[config.mk]
export PLATFORM = sky130hd
export DESIGN_NAME = usb_tx_sequencer
export DESIGN_NICKNAME = d
export VERILOG_FILES = /design/src/rtl/usb_tx_sequencer.sv
export SDC_FILE = /design/constraint.sdc
export NUM_CORES = 1
export LEC_CHECK = 0
export ABC_AREA = 1
export BUFFER_PORTS_ARGS = -buffer_cell sky130_fd_sc_hd__buf_2
export CAP_MARGIN = 20
export CORE_AREA = 4 4 62 64
export DETAILED_ROUTE_END_ITERATION = 10
export DIE_AREA = 0 0 66 68
export PLACE_DENSITY = 0.85
export SYNTH_ARGS = -nofsm -noshare
export SYNTH_HDL_FRONTEND = slang
export SYNTH_SLANG_ARGS = --single-unit
[constraint.sdc]
create_clock -name gclk -period 3.6 [get_ports gclk]
set_input_delay 0.36 -clock gclk [delete_from_list [all_inputs] [get_ports gclk]]
set_output_delay 0.36 -clock gclk [all_outputs]
set_load 0.02 [all_outputs]
[src/rtl/usb_tx_sequencer.sv]
// USB 2.0 transmit sequencer: SYNC, LSB-first data, bit stuffing and EOP
// framing in front of the NRZI encoder, one NRZ bit per gclk.
module usb_tx_sequencer #(
  parameter logic [7:0] SYNC_PATTERN = 8'h80,
  parameter int         STUFF_LEN    = 6,
  parameter int         EOP_SE0_BITS = 2,
  parameter int         EOP_J_BITS   = 1
) (
  input  logic       gclk,
  input  logic       reset_l,
  input  logic       pkt_start,
  input  logic [7:0] tx_byte,
  input  logic       tx_byte_valid,
  input  logic       tx_last,
  output logic       tx_byte_ready,
  output logic       start_txd,
  output logic       enc_data,
  output logic       tx_se0,
  output logic       tx_busy,
  output logic       tx_done,
  output logic       tx_underrun
);

  localparam int OW = $clog2(STUFF_LEN + 1);
  localparam logic [OW-1:0] ONES_MAX = OW'(STUFF_LEN);
  localparam logic [3:0] SE0_LAST = 4'(EOP_SE0_BITS - 1);
  localparam logic [3:0] J_LAST = 4'(EOP_J_BITS - 1);

  typedef enum logic [2:0] {
    IDLE, SYNC, DATA, STUFF, EOP_SE0, EOP_J
  } state_t;

  state_t        state_q, state_n;
  logic [2:0]    bit_q, bit_n;
  logic [7:0]    sh_q, sh_n;
  logic [7:0]    hold_q, hold_n;
  logic          full_q, full_n;
  logic          last_q, last_n;
  logic [OW-1:0] ones_q, ones_n;
  logic [3:0]    eop_q, eop_n;

  logic start_n, enc_n, se0_n, busy_n;
  logic done_n, unr_n, ready_n;
  logic xfer, avail, last_eff;
  logic emit, nbit;
  logic [7:0] byte_in;

  assign xfer     = tx_byte_valid & tx_byte_ready;
  assign avail    = full_q | xfer;
  assign byte_in  = full_q ? hold_q : tx_byte;
  assign last_eff = last_q | (xfer & tx_last);

  always_comb begin
    state_n = state_q;
    bit_n   = bit_q;
    sh_n    = sh_q;
    hold_n  = hold_q;
    full_n  = full_q;
    last_n  = last_q;
    ones_n  = ones_q;
    eop_n   = eop_q;
    start_n = start_txd;
    enc_n   = enc_data;
    se0_n   = tx_se0;
    busy_n  = tx_busy;
    done_n  = 1'b0;
    unr_n   = 1'b0;
    emit    = 1'b0;
    nbit    = 1'b0;
    if (xfer) begin
      hold_n = tx_byte;
      full_n = 1'b1;
      last_n = tx_last;
    end
    unique case (state_q)
      IDLE: begin
        start_n = 1'b0;
        enc_n   = 1'b1;
        se0_n   = 1'b0;
        busy_n  = 1'b0;
        full_n  = 1'b0;
        last_n  = 1'b0;
        ones_n  = '0;
        if (pkt_start) begin
          state_n = SYNC;
          bit_n   = 3'd0;
          sh_n    = SYNC_PATTERN >> 1;
          busy_n  = 1'b1;
          emit    = 1'b1;
          nbit    = SYNC_PATTERN[0];
        end
      end
      SYNC, DATA, STUFF: begin
        if (bit_q == 3'd7 && !avail && !last_q) begin
          // Underrun cuts straight to SE0, skipping any owed stuff bit
          state_n = EOP_SE0;
          unr_n   = 1'b1;
        end else if (ones_q == ONES_MAX) begin
          state_n = STUFF;
          start_n = 1'b1;
          enc_n   = 1'b0;
          ones_n  = '0;
        end else if (bit_q != 3'd7) begin
          state_n = (state_q == STUFF) ? DATA : state_q;
          bit_n   = bit_q + 3'd1;
          sh_n    = sh_q >> 1;
          emit    = 1'b1;
          nbit    = sh_q[0];
        end else if (avail) begin
          // Byte arriving on the boundary edge bypasses the hold register
          state_n = DATA;
          bit_n   = 3'd0;
          sh_n    = byte_in >> 1;
          full_n  = 1'b0;
          last_n  = last_eff;
          emit    = 1'b1;
          nbit    = byte_in[0];
        end else begin
          state_n = EOP_SE0;
        end
        if (state_n == EOP_SE0) begin
          start_n = 1'b0;
          se0_n   = 1'b1;
          enc_n   = 1'b1;
          eop_n   = 4'd0;
          ones_n  = '0;
        end
      end
      EOP_SE0: begin
        if (eop_q == SE0_LAST) begin
          state_n = EOP_J;
          se0_n   = 1'b0;
          eop_n   = 4'd0;
          done_n  = (J_LAST == 4'd0);
        end else begin
          eop_n = eop_q + 4'd1;
        end
      end
      EOP_J: begin
        if (eop_q == J_LAST) begin
          state_n = IDLE;
          busy_n  = 1'b0;
          last_n  = 1'b0;
        end else begin
          eop_n  = eop_q + 4'd1;
          done_n = (eop_n == J_LAST);
        end
      end
      default: state_n = IDLE;
    endcase
    if (emit) begin
      start_n = 1'b1;
      enc_n   = nbit;
      ones_n  = nbit ? ones_q + 1'b1 : '0;
    end
    ready_n = !full_n && !last_n &&
              (state_n == SYNC || state_n == DATA ||
               state_n == STUFF);
  end

  always_ff @(posedge gclk) begin
    if (!reset_l) begin
      state_q       <= IDLE;
      bit_q         <= 3'd0;
      sh_q          <= 8'd0;
      hold_q        <= 8'd0;
      full_q        <= 1'b0;
      last_q        <= 1'b0;
      ones_q        <= '0;
      eop_q         <= 4'd0;
      start_txd     <= 1'b0;
      enc_data      <= 1'b1;
      tx_se0        <= 1'b0;
      tx_byte_ready <= 1'b0;
      tx_busy       <= 1'b0;
      tx_done       <= 1'b0;
      tx_underrun   <= 1'b0;
    end else begin
      state_q       <= state_n;
      bit_q         <= bit_n;
      sh_q          <= sh_n;
      hold_q        <= hold_n;
      full_q        <= full_n;
      last_q        <= last_n;
      ones_q        <= ones_n;
      eop_q         <= eop_n;
      start_txd     <= start_n;
      enc_data      <= enc_n;
      tx_se0        <= se0_n;
      tx_byte_ready <= ready_n;
      tx_busy       <= busy_n;
      tx_done       <= done_n;
      tx_underrun   <= unr_n;
    end
  end

endmodule

==> results of run 1 <==
## layout by cell type (no fill, tap or decap), types with 3 or more instances in the layout
| cell | synthesis | layout |
|---|---|---|
| buf_2 | 1 | 19 |
| inv_1 | 23 | 23 |
| clkbuf_1 | 2 | 3 |
| nor3_1 | 5 | 5 |
| nor2_4 | 3 | 3 |
| a21oi_2 | 4 | 4 |
| nand2_1 | 51 | 51 |
| nand2_2 | 5 | 5 |
| o21ai_0 | 26 | 26 |
| clkbuf_4 | 0 | 5 |
| a21oi_1 | 24 | 24 |
| inv_2 | 5 | 5 |
| nor2_1 | 35 | 35 |
| dfxtp_1 | 37 | 37 |
| ha_1 | 8 | 8 |
| nand3_1 | 20 | 20 |
## registers in the layout, indices dropped and copies added (netlist names), 3 cells and up
| register | cells |
|---|---|
| sh_q | 7 |
| state_q | 3 |
| hold_q | 8 |
| ones_q | 3 |
| bit_q | 3 |
| eop_q | 4 |
## layer usage
layer	vias to the layer above	GRT usage, %
li1	911	-
met1	824	25.7
met2	53	36.3
met3	8	3.94
met4	0	6.85
met5	-	0
## synth_stat cells (all sizes together), types with 2 or more instances
master,n
a21oi,28
clkbuf,2
inv,28
nand2,57
dfxtp,37
nor3,5
nor2,38
xor2,2
ha,8
o21ai,28
buf,8
nand3,22
## critical path: cells and delay by family, from the launching register on
kind	cells	cell delay, ps
AND/OR/NAND/NOR	7	930
adder cells (fa/ha/maj)	2	620
flip-flops	1	360
AO/OA/AOI/OAI	1	110
## logic make-up (layout without fill, tap and decap cells)
kind of cell | after synthesis | after routing
xor+xnor | 2 | 2
flops | 37 | 37
buf+inv | 38 | 55
compound gates | 60 | 60
simple gates | 125 | 125
fa+ha+maj | 8 | 8
## worst max path at each step
| stage | from | end |
|---|---|---|
| floorplan | bit_q[0]$_SDFFE_PN0P_ | eop_q[2]$_SDFFE_PN0P_ |
| global placement | tx_byte_valid | start_txd$_SDFFE_PN0P_ |
| detailed placement | bit_q[0]$_SDFFE_PN0P_ | ones_q[0]$_SDFFE_PN0P_ |
| CTS | bit_q[0]$_SDFFE_PN0P_ | start_txd$_SDFFE_PN0P_ |
| global route | bit_q[0]$_SDFFE_PN0P_ | start_txd$_SDFFE_PN0P_ |
| finish | bit_q[0]$_SDFFE_PN0P_ | start_txd$_SDFFE_PN0P_ |
## through the flow
stage | instances | setup slack, ps
2_1_floorplan | 270 | 1960
3_3_place_gp | 325 | 1570
3_5_place_dp | 325 | 1520
4_1_cts | 333 | 1480
5_1_grt | 333 | 1230
6_report | 333 | 1500
## report_power, final
group	internal, mW	total, mW	switching [mW]
Clock	0.0779	0.211	0.133
Sequential	0.426	0.437	0.0113
Combinational	0.0307	0.0940	0.0633
## layout make-up
type / count / area, um2
Clock buffer: 8 / 48.8
Fill cell: 318 / 1210
Inverter: 28 / 105
Multi-Input combinational cell: 195 / 1020
Sequential cell: 37 / 741
Tap cell: 46 / 57.6
Timing Repair Buffer: 19 / 95.1
==> out/qor.yml, run 1 <==
detailed_routing:
  top_layer: "met4"
  firstDrtPassIters: 4
  drc: 0
  met2_wirelength_um: 1980
  ant_nets: 0
  met1Wirelength_um: 1910
  via_per_inst: 5.39
  wl_um: 4170
  drt_iter0_markers: 148
  wl_per_cell_um: 12.5
  wl_met3_um: 213
  vias: 1796
worst_setup_path:
  startpoint_type: "flip-flop"
  rr_endpoint: "start_txd$_SDFFE_PN0P_"
  reg2reg_slack_ps: 1500
  worstPathArrival_ps: 2370
  slowest_stage: "ha_1"
  slowest_delay_ps: 440
  crit_fanout: 13
  path_cells: "ha_1, ha_1, nand3_1, nand3_1, nand2_2, nor2_1, nand3_2, nand2_4, nand2_1, a21oi_2"
  path_class: "flip-flop to flip-flop"
  endpoint_kind: "flip-flop"
  reg2regPathDepth: 10
  cp.required_ps: 3870
  regToRegStartpoint: "bit_q[0]$_SDFFE_PN0P_"
floorplanning:
  initial_core_util_pct: 59.2
  placeableCoreArea_mm2: 0.00328
  row_count: 21
  io_pins: 20
  die_y_um: 68
  die_area_mm2: 0.00449
  die_w_um: 66
logic_synthesis:
  synth_top_family_by_area: "simple AND/OR/NAND/NOR gates"
  synth-simple-area-share_pct: 29.8
  synth_mux_area_share_pct: 0
  avgSynthCellArea_um2: 7.20
  yosysTopAreaCell: "dfxtp_1"
  ys_seq_area_share_pct: 38.1
  async_reset_ff_share_pct: 0
  ys_ff_latch: 37
  synthDominantCellAreaShare_pct: 38.1
  synthAdderAreaFrac_pct: 5.15
  synth_xor_area_share_pct: 0.901
  netlist_top_cells_area: "dfxtp_1 38%, nand2_1 9.9%, nor2_1 6.8%"
  synth_cells: 270
  synth.distinct_cells: 29
  netlist_area_mm2: 0.00194
  ys_warn_count: 0
  synthFlopType: "dfxtp_1"
  synth_fp_nets: 291
  synth-compound-area-share_pct: 16.9
  synth_edf_count: 0
cts:
  max-clock-path-buffers: 2
  cts_root_buf: "clkbuf_4"
  post_cts_resized: 0
  post_cts_buffers: 0
  cts_max_level: 2
  clock-sinks: 37
  insertion_delay_ps: 350
  cts_tree: "built"
  cts_made_buffers: 5
  clk_pin_slew_worst_paths_ps: 110
  ctsHoldBuffers: 0
power:
  p_leak_nw: 0.932
  powerDensity_mw_per_mm2: 358
  max-vdd-ir-drop_mv: 0.240
  power_uw: 742
finish:
  drive_gt1_share_pct: 15.7
  fin_nets: 307
  area_delta_synth_final_pct: 6.63
  fin_util_pct: 63.1
  n_antenna_cell: 0
  design_area_mm2: 0.00207
placed_design:
  post_dp_cell_area_mm2: 0.00202
  port-buffer-count: 19
  gp_routability_congestion: 0.890
  dp_hpwl_um: 3040
sta:
  tns_ps: 0
  finalMaxSlewViolations: 0
  fmax_ghz: 0.476
  finalHoldViolCount: 0
  final-setup-viol-count: 0
  min_period_ps: 2100
  fin_crit_sh_pct: 58.4
  slew_headroom_pct: 45.0
  skew_ps: 11.5
  rsz0062_at_grt: "no"
  hold_slack_ps: 300
  tightestPinTransition_ps: 825
flow_run:
  maxCapViolCount: 0
global_routing:
  antenna_found_initial: 0
  grt_pass1_wl_um: 7310
  track_usage_pct: 20.7
  grt_remaining_overflow: 0
  grt_max_degree: 25
  grt_pass1_vias: 1715
worst_hold_path:
  hold_path_class: "input pin to flip-flop"
  min_from: "tx_byte[5]"
  min_path_cells: 3
  min_to: "hold_q[5]$_SDFFE_PN0P_"
status:
  status: "finished clean"
(Power assumes the default switching activity.)
==> inputs of run 2 (changes only) <==
--- a/config.mk
+++ b/config.mk
@@ -8,10 +8,10 @@
 export ABC_AREA = 1
 export BUFFER_PORTS_ARGS = -buffer_cell sky130_fd_sc_hd__buf_2
 export CAP_MARGIN = 20
-export CORE_AREA = 4 4 62 64
+export CORE_AREA = 4 4 67 69
 export DETAILED_ROUTE_END_ITERATION = 10
-export DIE_AREA = 0 0 66 68
-export PLACE_DENSITY = 0.85
+export DIE_AREA = 0 0 71 73
+export PLACE_DENSITY = 0.77
 export SYNTH_ARGS = -nofsm -noshare
 export SYNTH_HDL_FRONTEND = slang
 export SYNTH_SLANG_ARGS = --single-unit
==> constraint.sdc (replaced) <==
create_clock -name gclk -period 1.75 [get_ports gclk]
set_input_delay 0.175 -clock gclk [delete_from_list [all_inputs] [get_ports gclk]]
set_output_delay 0.175 -clock gclk [all_outputs]
set_load 0.02 [all_outputs]
==> run 2 against run 1 <==
Design area increased by 13%. Sequential cell count did not move. Combinational power up 140%. Critical endpoint is now eop_q[3]$_SDFFE_PN0P_. Largest cell class unchanged.
==> out/qor.yml, run 2 (same netlist as run 1, synthesis figures left out) <==
status:
  status: "finished clean"
placed_design:
  place_ws_ps: -33.7
  dp_hpwl_um: 3180
  dpl.cell_count: 345
  port-buffer-count: 19
  gp_routability_congestion: 0.908
sta:
  fin_crit_sh_pct: 92.3
  tns_ps: 0
  min_period_ps: 1610
  tightestPinTransition_ps: 449
  final-setup-viol-count: 0
  fmax_ghz: 0.619
  timing.final.ws_setup_ps: 135
  skew_ps: 7.01
  finalMaxSlewViolations: 0
  finalHoldViolCount: 0
  slew_headroom_pct: 70.0
floorplanning:
  io_pins: 20
  die_area_mm2: 0.00518
  initial_core_util_pct: 49.6
  die_w_um: 71
  placeableCoreArea_mm2: 0.00391
  row_count: 23
  die_y_um: 73
worst_setup_path:
  cpLargestDelayFamily: "simple AND/OR/NAND/NOR gates"
  endpoint_kind: "flip-flop"
  worstPathArrival_ps: 1780
  reg2reg_slack_ps: 140
  reg2regPathDepth: 12
  slowest_delay_ps: 340
  cp.required_ps: 1920
  regToRegStartpoint: "bit_q[1]$_SDFFE_PN0P_"
  slowest_stage: "dfxtp_2"
  critPathBufInv: 1
  crit_path_frequent_cell: "nand2_1"
  rr_endpoint: "eop_q[3]$_SDFFE_PN0P_"
  path_cells: "ha_4, ha_4, inv_4, nand2_1, nand2_1, nand2_1, nand2_2, nand3_4, nand2_4, nand2_4, a21oi_2, nor2_1"
  crit_path_start: "bit_q[1]$_SDFFE_PN0P_"
  startpoint_type: "flip-flop"
  crit_fanout: 6
  path_class: "flip-flop to flip-flop"
detailed_routing:
  via_per_inst: 5.09
  firstDrtPassIters: 4
  drc: 0
  drt_iter0_markers: 110
  ant_nets: 0
  wl_um: 4310
  vias: 1801
  wl_per_cell_um: 12.2
cts:
  max-clock-path-buffers: 2
  clock-sinks: 37
  insertion_delay_ps: 290
  cts_made_buffers: 5
  ctsHoldBuffers: 0
  cts_max_level: 2
  cts_root_buf: "clkbuf_8"
  cts_tree: "built"
  clk_pin_slew_worst_paths_ps: 80
finish:
  instances_no_fill: 354
  multiInputGateArea_mm2: 0.00109
  n_antenna_cell: 0
  drive_gt1_share_pct: 24.3
  final_common_cell: "nand2_1"
  largest-register: "hold_q"
  layout_common_cells: "51 x nand2_1, 34 x nor2_1, 34 x dfxtp_1"
  area_delta_synth_final_pct: 20.6
  fin_nets: 324
  seq_area_um2: 744
  top_regs: "hold_q x8, sh_q x7, eop_q x4"
  fill_cells: 376
  largest_register_ffs: 8
power:
  p_leak_nw: 1.05
  powerDensity_mw_per_mm2: 809
  max-vdd-ir-drop_mv: 0.483
  power_mw: 1.90
worst_hold_path:
  min_path_cells: 3
  min_to: "hold_q[4]$_SDFFE_PN0P_"
  min_from: "tx_byte[4]"
  hold_path_class: "input pin to flip-flop"
flow_run:
  maxCapViolCount: 0
global_routing:
  grt_max_degree: 16
  antenna_found_initial: 0
  grt_pass1_wl_um: 7490
  grt_pass1_vias: 1724
  grt_remaining_overflow: 0
  track_usage_pct: 18.1
-- run 2: worst min-delay path: stages --
cell and delay (ps):
buf_2 80, o21ai_0 70, a21oi_1 100
-- run 2: repair_timing --
action	in CTS	in global routing
setup buffers	0	1
endpoints found under the setup margin	4	9
gates resized for setup	1	17
cloned	0	0
pin swaps	0	7
hold endpoints to repair	0	0
-- run 2: area by class of cell --
type | instances | share of cell area, %
Inverter | 28 | 4.59
Clock inverter | 1 | 1.28
Multi-Input combinational cell | 195 | 46.5
Tap cell | 50 | 2.67
Sequential cell | 37 | 31.8
Clock buffer | 7 | 3.68
Timing Repair Buffer | 36 | 9.50
-- run 2: stage by stage --
step | cell area (um2) | utilization [%] | hold WS [ps]
global route | 2340 | 59.9 | 175
floorplan | 1940 | - | 313
CTS | 2270 | 57.9 | 168
finish | 2340 | 59.9 | 175
detailed placement | 2150 | 54.9 | 438
global placement | 2150 | 54.9 | 434
-- run 2: worst max-delay path by stage --
stage | slack (ps) | endpoint | depth (start not counted)
2_1_floorplan | 110 | eop_q[2]$_SDFFE_PN0P_ | 10
3_3_place_gp | 40 | eop_q[2]$_SDFFE_PN0P_ | 12
3_5_place_dp | -30 | eop_q[3]$_SDFFE_PN0P_ | 12
4_1_cts | 20 | eop_q[3]$_SDFFE_PN0P_ | 12
5_1_grt | -10 | eop_q[3]$_SDFFE_PN0P_ | 12
6_report | 140 | eop_q[3]$_SDFFE_PN0P_ | 12
-- run 2: power breakdown --
part	leakage, nW	internal, mW	total [mW]	switching [mW]
Sequential	0.303	0.876	0.902	0.0259
Clock	0.0585	0.465	0.768	0.304
Combinational	0.685	0.0860	0.225	0.139
-- run 2: metal layers --
| layer | wire length (um) | track usage [%] |
|---|---|---|
| met1 | 2020 | 21.9 |
| met4 | 83 | 6.47 |
| met5 | 0 | 0 |
| met3 | 170 | 5.10 |
| met2 | 2040 | 30.7 |
